===== src/rtl/adc_sample_reader.sv =====
// SPI-style ADC sampler: one trigger runs one 16-bit command/response frame.
// The 12-bit result is taken from the last 12 bits shifted in.
module adc_sample_reader #(
    parameter int unsigned SCLK_DIV = 8
) (
    input  logic        clk,
    input  logic        reset_n,
    input  logic        sample_trigger,
    input  logic [2:0]  channel,
    input  logic        clear_overrun,
    output logic        adc_cs_n,
    output logic        adc_sclk,
    output logic        adc_din,
    input  logic        adc_dout,
    output logic [11:0] sample_data,
    output logic        sample_valid,
    output logic        busy,
    output logic        overrun
);

    localparam int unsigned FRAME_W = 16;
    localparam int unsigned DATA_W  = 12;
    localparam int unsigned RX_W    = DATA_W - 1;
    localparam int unsigned BIT_W   = $clog2(FRAME_W);
    localparam int unsigned CNT_W   = $clog2(2 * SCLK_DIV);

    localparam logic [CNT_W-1:0] HALF_END   = CNT_W'(SCLK_DIV - 1);
    localparam logic [CNT_W-1:0] PERIOD_END = CNT_W'(2 * SCLK_DIV - 1);
    localparam logic [BIT_W-1:0] LAST_BIT   = BIT_W'(FRAME_W - 1);

    typedef enum logic [1:0] {
        IDLE  = 2'd0,
        SETUP = 2'd1,
        SHIFT = 2'd2
    } state_t;

    state_t               state_q, state_d;
    logic [CNT_W-1:0]     cnt_q, cnt_d;
    logic [BIT_W-1:0]     bit_q, bit_d;
    logic [FRAME_W-1:0]   cmd_q, cmd_d;
    logic [RX_W-1:0]      rx_q, rx_d;
    logic                 cs_n_q, cs_n_d;
    logic                 sclk_q, sclk_d;
    logic                 din_q, din_d;
    logic [DATA_W-1:0]    data_q, data_d;
    logic                 valid_q, valid_d;
    logic                 busy_q, busy_d;
    logic                 overrun_q, overrun_d;

    // State and output registers
    always_ff @(posedge clk or negedge reset_n) begin
        if (!reset_n) begin
            state_q   <= IDLE;
            cnt_q     <= '0;
            bit_q     <= '0;
            cmd_q     <= '0;
            rx_q      <= '0;
            cs_n_q    <= 1'b1;
            sclk_q    <= 1'b1;
            din_q     <= 1'b0;
            data_q    <= '0;
            valid_q   <= 1'b0;
            busy_q    <= 1'b0;
            overrun_q <= 1'b0;
        end else begin
            state_q   <= state_d;
            cnt_q     <= cnt_d;
            bit_q     <= bit_d;
            cmd_q     <= cmd_d;
            rx_q      <= rx_d;
            cs_n_q    <= cs_n_d;
            sclk_q    <= sclk_d;
            din_q     <= din_d;
            data_q    <= data_d;
            valid_q   <= valid_d;
            busy_q    <= busy_d;
            overrun_q <= overrun_d;
        end
    end

    // Next-state and next-output logic
    always_comb begin
        state_d   = state_q;
        cnt_d     = cnt_q;
        bit_d     = bit_q;
        cmd_d     = cmd_q;
        rx_d      = rx_q;
        cs_n_d    = cs_n_q;
        sclk_d    = sclk_q;
        din_d     = din_q;
        data_d    = data_q;
        valid_d   = 1'b0;
        busy_d    = busy_q;
        overrun_d = overrun_q;

        // Set has priority over clear; busy_q is still high on the completing edge
        if (sample_trigger && busy_q) begin
            overrun_d = 1'b1;
        end else if (clear_overrun) begin
            overrun_d = 1'b0;
        end

        case (state_q)
            IDLE: begin
                if (sample_trigger) begin
                    state_d = SETUP;
                    cnt_d   = '0;
                    bit_d   = '0;
                    cmd_d   = {2'b00, channel, 11'b0};
                    cs_n_d  = 1'b0;
                    sclk_d  = 1'b1;
                    busy_d  = 1'b1;
                end
            end

            SETUP: begin
                if (cnt_q == HALF_END) begin
                    state_d = SHIFT;
                    cnt_d   = '0;
                    sclk_d  = 1'b0;
                    din_d   = cmd_q[FRAME_W-1];
                    cmd_d   = {cmd_q[FRAME_W-2:0], 1'b0};
                end else begin
                    cnt_d = cnt_q + 1'b1;
                end
            end

            SHIFT: begin
                if (cnt_q == HALF_END) begin
                    sclk_d = 1'b1;
                    cnt_d  = cnt_q + 1'b1;
                end else if (cnt_q == PERIOD_END) begin
                    // End of a high phase: sample, then either fall or finish
                    rx_d  = {rx_q[RX_W-2:0], adc_dout};
                    cnt_d = '0;
                    if (bit_q == LAST_BIT) begin
                        state_d = IDLE;
                        cs_n_d  = 1'b1;
                        sclk_d  = 1'b1;
                        din_d   = 1'b0;
                        busy_d  = 1'b0;
                        data_d  = {rx_q, adc_dout};
                        valid_d = 1'b1;
                    end else begin
                        bit_d  = bit_q + 1'b1;
                        sclk_d = 1'b0;
                        din_d  = cmd_q[FRAME_W-1];
                        cmd_d  = {cmd_q[FRAME_W-2:0], 1'b0};
                    end
                end else begin
                    cnt_d = cnt_q + 1'b1;
                end
            end

            default: begin
                state_d = IDLE;
                cs_n_d  = 1'b1;
                sclk_d  = 1'b1;
                din_d   = 1'b0;
                busy_d  = 1'b0;
            end
        endcase
    end

    assign adc_cs_n     = cs_n_q;
    assign adc_sclk     = sclk_q;
    assign adc_din      = din_q;
    assign sample_data  = data_q;
    assign sample_valid = valid_q;
    assign busy         = busy_q;
    assign overrun      = overrun_q;

endmodule


===== config.mk =====
export PLATFORM = sky130hd
export DESIGN_NAME = adc_sample_reader
export DESIGN_NICKNAME = d
export VERILOG_FILES = /design/src/rtl/adc_sample_reader.sv
export SDC_FILE = /design/constraint.sdc
export NUM_CORES = 1
export LEC_CHECK = 0
export BUFFER_PORTS_ARGS = -buffer_cell sky130_fd_sc_hd__buf_2
export CAP_MARGIN = 5
export CORE_AREA = 8 8 86 88
export CTS_CLUSTER_SIZE = 20
export DETAILED_ROUTE_END_ITERATION = 7
export DIE_AREA = 0 0 94 96
export GPL_TIMING_DRIVEN = 0
export PLACE_DENSITY = 0.61
export SETUP_SLACK_MARGIN = 0.02
export SYNTH_ARGS = -nofsm -noshare
export SYNTH_HDL_FRONTEND = slang
export SYNTH_SLANG_ARGS = --single-unit

===== constraint.sdc =====
create_clock -name clk -period 1.9 [get_ports clk]
set_input_delay 0.19 -clock clk [delete_from_list [all_inputs] [get_ports clk]]
set_output_delay 0.19 -clock clk [all_outputs]
set_load 0.02 [all_outputs]

; Yosys cells after proc, flatten, opt, wreduce, memory -nomap -nowiden
; Index checks and enable logic that the tools add are counted.
[classes]
addsub = 2
n_mul = 0
div = 0
magnitude_cmp = 0
n_eq_ne = 12
shift = 0
mux = 46
bitwise = 3
n_reduce_logical = 14
[ops]
columns = operator, count
row1 = $mux 16, 5
row2 = $pmux 16 s3, 1
row3 = $mux 4, 7
row4 = $mux 1, 21
row5 = $reduce_and 5->1, 3
row6 = $ne 2x2->1 const B, 6
row7 = $pmux 1 s3, 4
row8 = $pmux 4 s3, 1
row9 = $mux 2, 5
row10 = $add 4x1->4 const B, 2
row11 = $eq 4x4->1 const B, 2
row12 = $pmux 4 s2, 1
row13 = $reduce_and 4->1, 2
row14 = $pmux 2 s3, 1
row15 = $reduce_and 3->1, 2
row16 = $reduce_and 6->1, 1
row17 = $eq 4x3->1 const B, 1
row18 = $reduce_bool 2->1, 2
row19 = $ne 3x3->1 const B, 1
row20 = $not 1->1, 3
row21 = $reduce_bool 3->1, 1
row22 = $eq 2x1->1 const B, 1
row23 = $eq 2x2->1 const B, 1
row24 = $logic_not 2->1, 1
row25 = other kinds (2), 2
[totals]
regBits = 55
latch_bits = 0
ram_bits = 0
rom_bits = 0
inputBits = 8
output_inout_bits = 18
elab_cells = 89
mem_count = 0

; Longest topological paths before layout
; Gate-level depths: netlist (run 1).
[depth]
ltp_word = 5
ltp_mapped = 7
depth_no_buf = 6

; Worst setup path before layout (run 1)
; No wires, ideal clock.
[synth_path]
kind = register to register
start = reg state_q[0]
end = reg data_q[0], in the netlist sample_data[0]
setup_ns = 0.128
arrival_time_ns = 1.632
required_time_ns = 1.772
slack_ns = 0.140
stages_incl_launch_ff = 8
path_buffers = 2
synth_period_minus_slack_ns = 1.760
path_cell_list = dfrtp_1 inv_1 ha_1 buf_4 nand4_1 nor2_2 buf_4 mux2_1
[synth_between]
elab_chain_cells = 2
[synth_lines]
columns = item, line
row1 = from (decl), 37  ; state_t state_q, state_d;
row2 = from (signal assigned), 66  ; state_q <= state_d;
row3 = $eq 2x2->1, 103  ; case (state_q)
row4 = $reduce_and 4->1 (no line), --
row5 = to (signal assigned), 74  ; data_q <= data_d;
row6 = to (decl), 45  ; logic [DATA_W-1:0] data_q, data_d;
; Every way passes these cells.
; A chain may end at the register's enable or synchronous reset.

; Final worst setup path (run 1)
[layout_path]
start = reg state_q[0]
end = reg rx_q[7]
[layout_between]
elab_chain_cells = 2
[layout_lines]
columns = item, line
row1 = $eq 2x2->1, 103
row2 = $reduce_and 3->1 (no line), --
row3 = to (signal assigned), 70  ; rx_q <= rx_d;
row4 = to (decl), 41  ; logic [RX_W-1:0] rx_q, rx_d;
; Every way passes these cells.

==> results of run 1 <==
state kept, by name, summed over array words and instances, names as in the netlist:
signal        count
sample_data      12
rx_q             11
cmd_q             5
bit_q             4
cnt_q             4
state_q           2
adc_cs_n          1
adc_din           1
adc_sclk          1
busy              1
overrun           1
sample_valid      1
Yosys cell counts, drive strengths merged:
master   n
nand4    5
a21o     1
or2      1
o41ai    1
clkbuf   1
o21ai    9
buf      4
and3     2
dfstp    2
o22ai    1
a31oi    2
nand4b   1
nor2b    4
o21a     1
nand2   11
mux2i    4
nor2     6
mux2    31
a22o     2
inv      7
o211a    1
ha       7
dfrtp   42
a21oi    7
o22a     1
or3      1
nand3   11
and2     1
layout make-up:
cell class              instances  area share (%)
clock inverters                 2           0.520
well taps                      77            4.00
inverters                       7            1.09
clock buffers                   5            2.86
multi-input cells             111            38.2
flip-flops and latches         44            45.9
plain buffers                   3            1.30
repair buffers                 28            6.14
metrics by stage:
step | instance area, um2 | TNS (ns) | total power, uW | utilization, % | instances
global placement | 2270 | -0.694 | 989 | 37.2 | 269
CTS | 2370 | 0 | 1550 | 38.9 | 277
finish | 2410 | 0 | 1530 | 39.5 | 277
detailed placement | 2270 | -1.14 | 990 | 37.2 | 269
global route | 2410 | -0.518 | 1590 | 39.5 | 277
floorplan | 2050 | 0 | 962 | - | 167
timing repair:
| item | CTS | global route |
|---|---|---|
| endpoints found under the setup margin | 12 | 20 |
| pin swaps | 1 | 1 |
| endpoints found under the hold margin | 0 | 0 |
| gates resized for setup | 4 | 8 |
| setup buffers | 2 | 1 |
kinds of logic (layout without fill, tap and decap cells):
logic type / Yosys count / count (layout) / share of synthesized area (%)
flip-flops: 44 / 44 / 53.9
AND/OR/NAND/NOR: 43 / 43 / 11.3
multiplexers: 35 / 35 / 19.8
AO/OA/AOI/OAI: 26 / 26 / 8.07
buffers and inverters: 12 / 45 / 2.69
adder cells (fa/ha/maj): 7 / 7 / 4.28
report_power, final:
group	internal, uW	switching [uW]	leakage (uW)
registers	939	2.04	0.000576
clock network	249	307	0.0000400
logic	7.37	21.2	0.000604
final timing paths:
path | from | end | slack [ns] | depth (start not counted)
worst max register to register | state_q[0] | rx_q[7] | 0.07 | 7
max in group asynchronous | reset_n | cnt_q[1] | 1.26 | 1
worst min register to register | sample_data[0] | sample_data[0] | 0.48 | 1
worst min-delay path | reset_n | bit_q[1] | 0.05 | 1
min in group clk | clear_overrun | overrun | 0.07 | 2
worst max-delay path | state_q[0] | rx_q[7] | 0.07 | 7
layer usage:
layer / track usage (%) / vias up / wire length [um]
met5: 0 / - / 0
met4: 2.51 / 0 / 40
met3: 4.06 / 5 / 233
met2: 14.2 / 30 / 1600
met1: 11.2 / 664 / 1780
li1: - / 666 / -
==> flow_summary.toml, run 1 <==
[outcome]
outcome = "finished clean"

[die]
initial_core_util_pct = 33.6
die_area_mm2 = 0.00902
fp-row-count = 29
die_w_um = 94
core-area_mm2 = 0.00610
die_h_um = 96
ios = 26

[timing]
clock_skew_ns = 0.00544
holdWs_ns = 0.0522
final-setup-viol-count = 0
period_share_pct = 96.3
report.final.slew_viol_count = 0
worst_slack_ns = 0.0695
tightestPinTransition_ns = 0.963
timing.fmax_ghz = 0.546
post-route-min-period_ns = 1.83
hold_viol_final = 0
slew_headroom_pct = 35.8
rsz0062_at_grt = "true"

[min_path]
hp-class = "input port to asynchronous set/reset pin"

[cells_and_area]
n_fill_cell = 607
drive_gt1_share_pct = 30.0
regArea_mm2 = 0.00110
final_common_cell = "dfrtp_1"
num_antenna_cells = 0
area_growth_pct = 17.6
fin_nets = 215
most-common-layout-cells = "dfrtp_1 (42), buf_2 (26), mux2_1 (21), nand2_1 (11), nand3_1 (9)"
multi_input_area_um2 = 920

[routing]
drcViolationCount = 0
detail-route-antenna-nets = 0
vias_per_cell = 4.93
routedWlPerCell_um = 13.2
wirelength_um = 3660
drt_pass1_iterations = 4
num_vias = 1365
drt_iter0_markers = 48

[clocking]
numClockSinks = 44
cts_buffer_depth = 2
clk_latency_ns = 0.29
clockRootBuffer = "clkbuf_8"
cts-hold-fix-buffers = 0
tritoncts = "done"
htreeDepth = 2
path_clk_slew_ns = 0.08
cts_buffers = 5

[critical_path]
crit_path_top_delay_cell = "dfrtp_1"
worstPathMaxFanout = 11
crit_path_frequent_cell = "buf_4"
crit_chain = "inv_2 -> ha_1 -> buf_6 -> nand4_1 -> buf_4 -> buf_4 -> mux2_1"
crit_type = "flop to flop"
cp_data_required_time_ns = 2.07
arrival_ns = 2.00
path_buf_inv = 4
cpPeakStageDelay_ns = 0.42
cp-start-kind = "flop"
critPathTopFamily = "buffers and inverters"
critPathCaptureType = "flop"

[yosys]
synthDistinctLibCells = 34
synth_seq_cells = 44
synthCells = 167
yosys-top-cells-area = "dfrtp_1 (51%), mux2_1 (12%), ha_1 (4.3%)"
synth_area_mm2 = 0.00205
synth_top_area_share_pct = 51.4
syn_avg_cell_area_um2 = 12.2
syn_nets = 182
synth_top_area_cell = "dfrtp_1"
yosysSeqAreaShare_pct = 53.9
yosysWarnings = 0

[global_routing]
grt.total_usage_pct = 9.11
overflow = 0
grt_antenna_before_repair = 0
grt_pass1_wl_um = 6580
grt_pass1_vias = 1443
grt_max_degree = 45

[place]
pre_cts_ws_ns = -0.139
io_buffers = 25
place.gp.congestion = 0.769
dpl.hpwl_um = 2570

[pwr]
p_leak_uw = 0.00122
peakVddDrop_mv = 0.452
p_per_area_mw_per_mm2 = 634

[flow_run]
cap_violations = 0
Power figures use the tool's default switching activity.
==> run 2: changes to the inputs <==
CORE_AREA = 8 8 70 72   (was 8 8 86 88)
DIE_AREA = 0 0 78 80   (was 0 0 94 96)
PLACE_DENSITY = 0.75   (was 0.61)
==> run 2 against run 1 <==
Compared with the run above: cell count down 6.9%; setup slack worse by 0.027 ns; clock power up 29%; critical path depth unchanged; first-iteration DRC count down 6.3%; die area down 31%; hold slack worse by 0.025 ns; core utilization up 25 points; sequential cell count unchanged; critical endpoint is now busy; largest power group unchanged.
==> flow_summary.toml, run 2 (synthesized netlist as in run 1, its figures left out) <==
[clocking]
htreeDepth = 2
path_clk_slew_ns = 0.08
cts_buffer_depth = 2
cts_buffers = 5
clk_latency_ns = 0.29
cts-hold-fix-buffers = 0
clockRootBuffer = "clkbuf_8"
tritoncts = "done"
numClockSinks = 44

[critical_path]
cp_data_required_time_ns = 2.08
r2r-end = "busy"
ff2ff_setup_slack_ns = 0.04
critPathCaptureType = "flop"
worstPathMaxFanout = 7
cp-start-kind = "flop"
crit_type = "flop to flop"
timing.rr.start = "state_q[0]"
arrival_ns = 2.04
rr_worst_depth = 7

[die]
die_area_mm2 = 0.00624
die_h_um = 80
ios = 26
initial_core_util_pct = 53.0
fp-row-count = 23
core-area_mm2 = 0.00386
die_w_um = 78

[cells_and_area]
fin_area_mm2 = 0.00247
drive_gt1_share_pct = 34.1
fin_nets = 222
n_fill_cell = 284
num_antenna_cells = 0
most-common-layout-cells = "dfrtp_1 (42), buf_2 (28), mux2_1 (21), nand2_1 (11), nand3_1 (9)"
largest_reg_flops = 12
area_growth_pct = 20.8
final_common_cell = "dfrtp_1"
layout.cells.non_filler = 258
regArea_mm2 = 0.00110
multi_input_area_um2 = 937

[global_routing]
grt.total_usage_pct = 13.0
grt_max_degree = 45
grt_antenna_before_repair = 0
grt_pass1_vias = 1497
grt_pass1_wl_um = 6580
overflow = 0

[pwr]
p_leak_uw = 0.00126
p_per_area_mw_per_mm2 = 684
peakVddDrop_mv = 0.500

[timing]
period_share_pct = 97.7
hold_viol_final = 0
tightestPinTransition_ns = 0.930
clock_skew_ns = 0.00406
final-setup-viol-count = 0
timing.fmax_ghz = 0.538
slew_headroom_pct = 38.0
report.final.slew_viol_count = 0
post-route-min-period_ns = 1.86
rsz0062_at_grt = "true"

[routing]
drcViolationCount = 0
routedWlPerCell_um = 15.6
num_vias = 1446
vias_per_cell = 5.60
drt_iter0_markers = 45
drt_pass1_iterations = 4
wirelength_um = 4010
detail-route-antenna-nets = 0

[flow_run]
cap_violations = 0

[place]
dpl.hpwl_um = 2730
io_buffers = 25
placed_area_mm2 = 0.00223
place.gp.congestion = 0.802
dp.cells = 242

[outcome]
outcome = "finished clean"

[min_path]
hp-class = "input port to asynchronous set/reset pin"
[run 2: worst max-delay path, cell delays in order, from the launching register on]
cell	delay (ns)
dfrtp_1	0.42
inv_2	0.10
buf_4	0.11
ha_2	0.25
nor2b_2	0.31
a21oi_2	0.08
nand2_1	0.14
mux2_1	0.33
[run 2: how the worst max path moves through the flow]
stage / start / end / slack [ns] / cells past startpoint
detailed placement: state_q[0] / sample_data[0] / -0.10 / 7
floorplan: state_q[0] / sample_data[0] / 0.14 / 7
CTS: state_q[1] / cmd_q[13] / 0.03 / 6
global route: state_q[0] / bit_q[3] / -0.03 / 7
finish: state_q[0] / busy / 0.04 / 7
global placement: state_q[0] / sample_data[10] / -0.03 / 7
[run 2: layer usage]
layer / wire length (um) / vias to the layer above / GRT usage, %
met1: 1670 / 732 / 14.3
met4: 45 / 0 / 5.00
li1: - / 676 / -
met2: 2060 / 32 / 22.1
met3: 235 / 6 / 5.18
met5: 0 / - / 0
[run 2: through the flow]
step	util (%)	hold slack (ns)	power, uW	setup TNS [ns]	setup WS, ns
CTS	61.9	0.0655	1710	0	0.0257
floorplan	-	-0.106	962	0	0.140
finish	64.1	0.0276	1690	0	0.0428
detailed placement	57.9	0.385	989	-0.872	-0.104
global placement	57.9	0.368	987	-0.219	-0.0283
global route	64.1	0.0830	1760	-0.120	-0.0340
[run 2: layout make-up]
| type | count | area share (%) |
|---|---|---|
| clock buffer | 5 | 2.78 |
| timing repair buffer | 34 | 7.70 |
| clock inverter | 3 | 1.87 |
| sequential | 44 | 44.7 |
| tap | 50 | 2.53 |
| buffer | 4 | 1.47 |
| inverter | 7 | 1.06 |
| multi-input combinational | 111 | 37.9 |
[run 2: timing repair]
item                       in CTS  in global routing
gates resized for setup         4                 12
setup endpoints to repair      12                 31
pin swaps                       1                  1
setup buffers                   4                  4
gates cloned                    0                  1
[run 2: where the power goes]
part           switching [uW]  internal (uW)  total, uW
Clock                     325            396        720
Sequential               2.12            939        941
Combinational            20.4           7.37       27.7
Total                     347           1340       1690
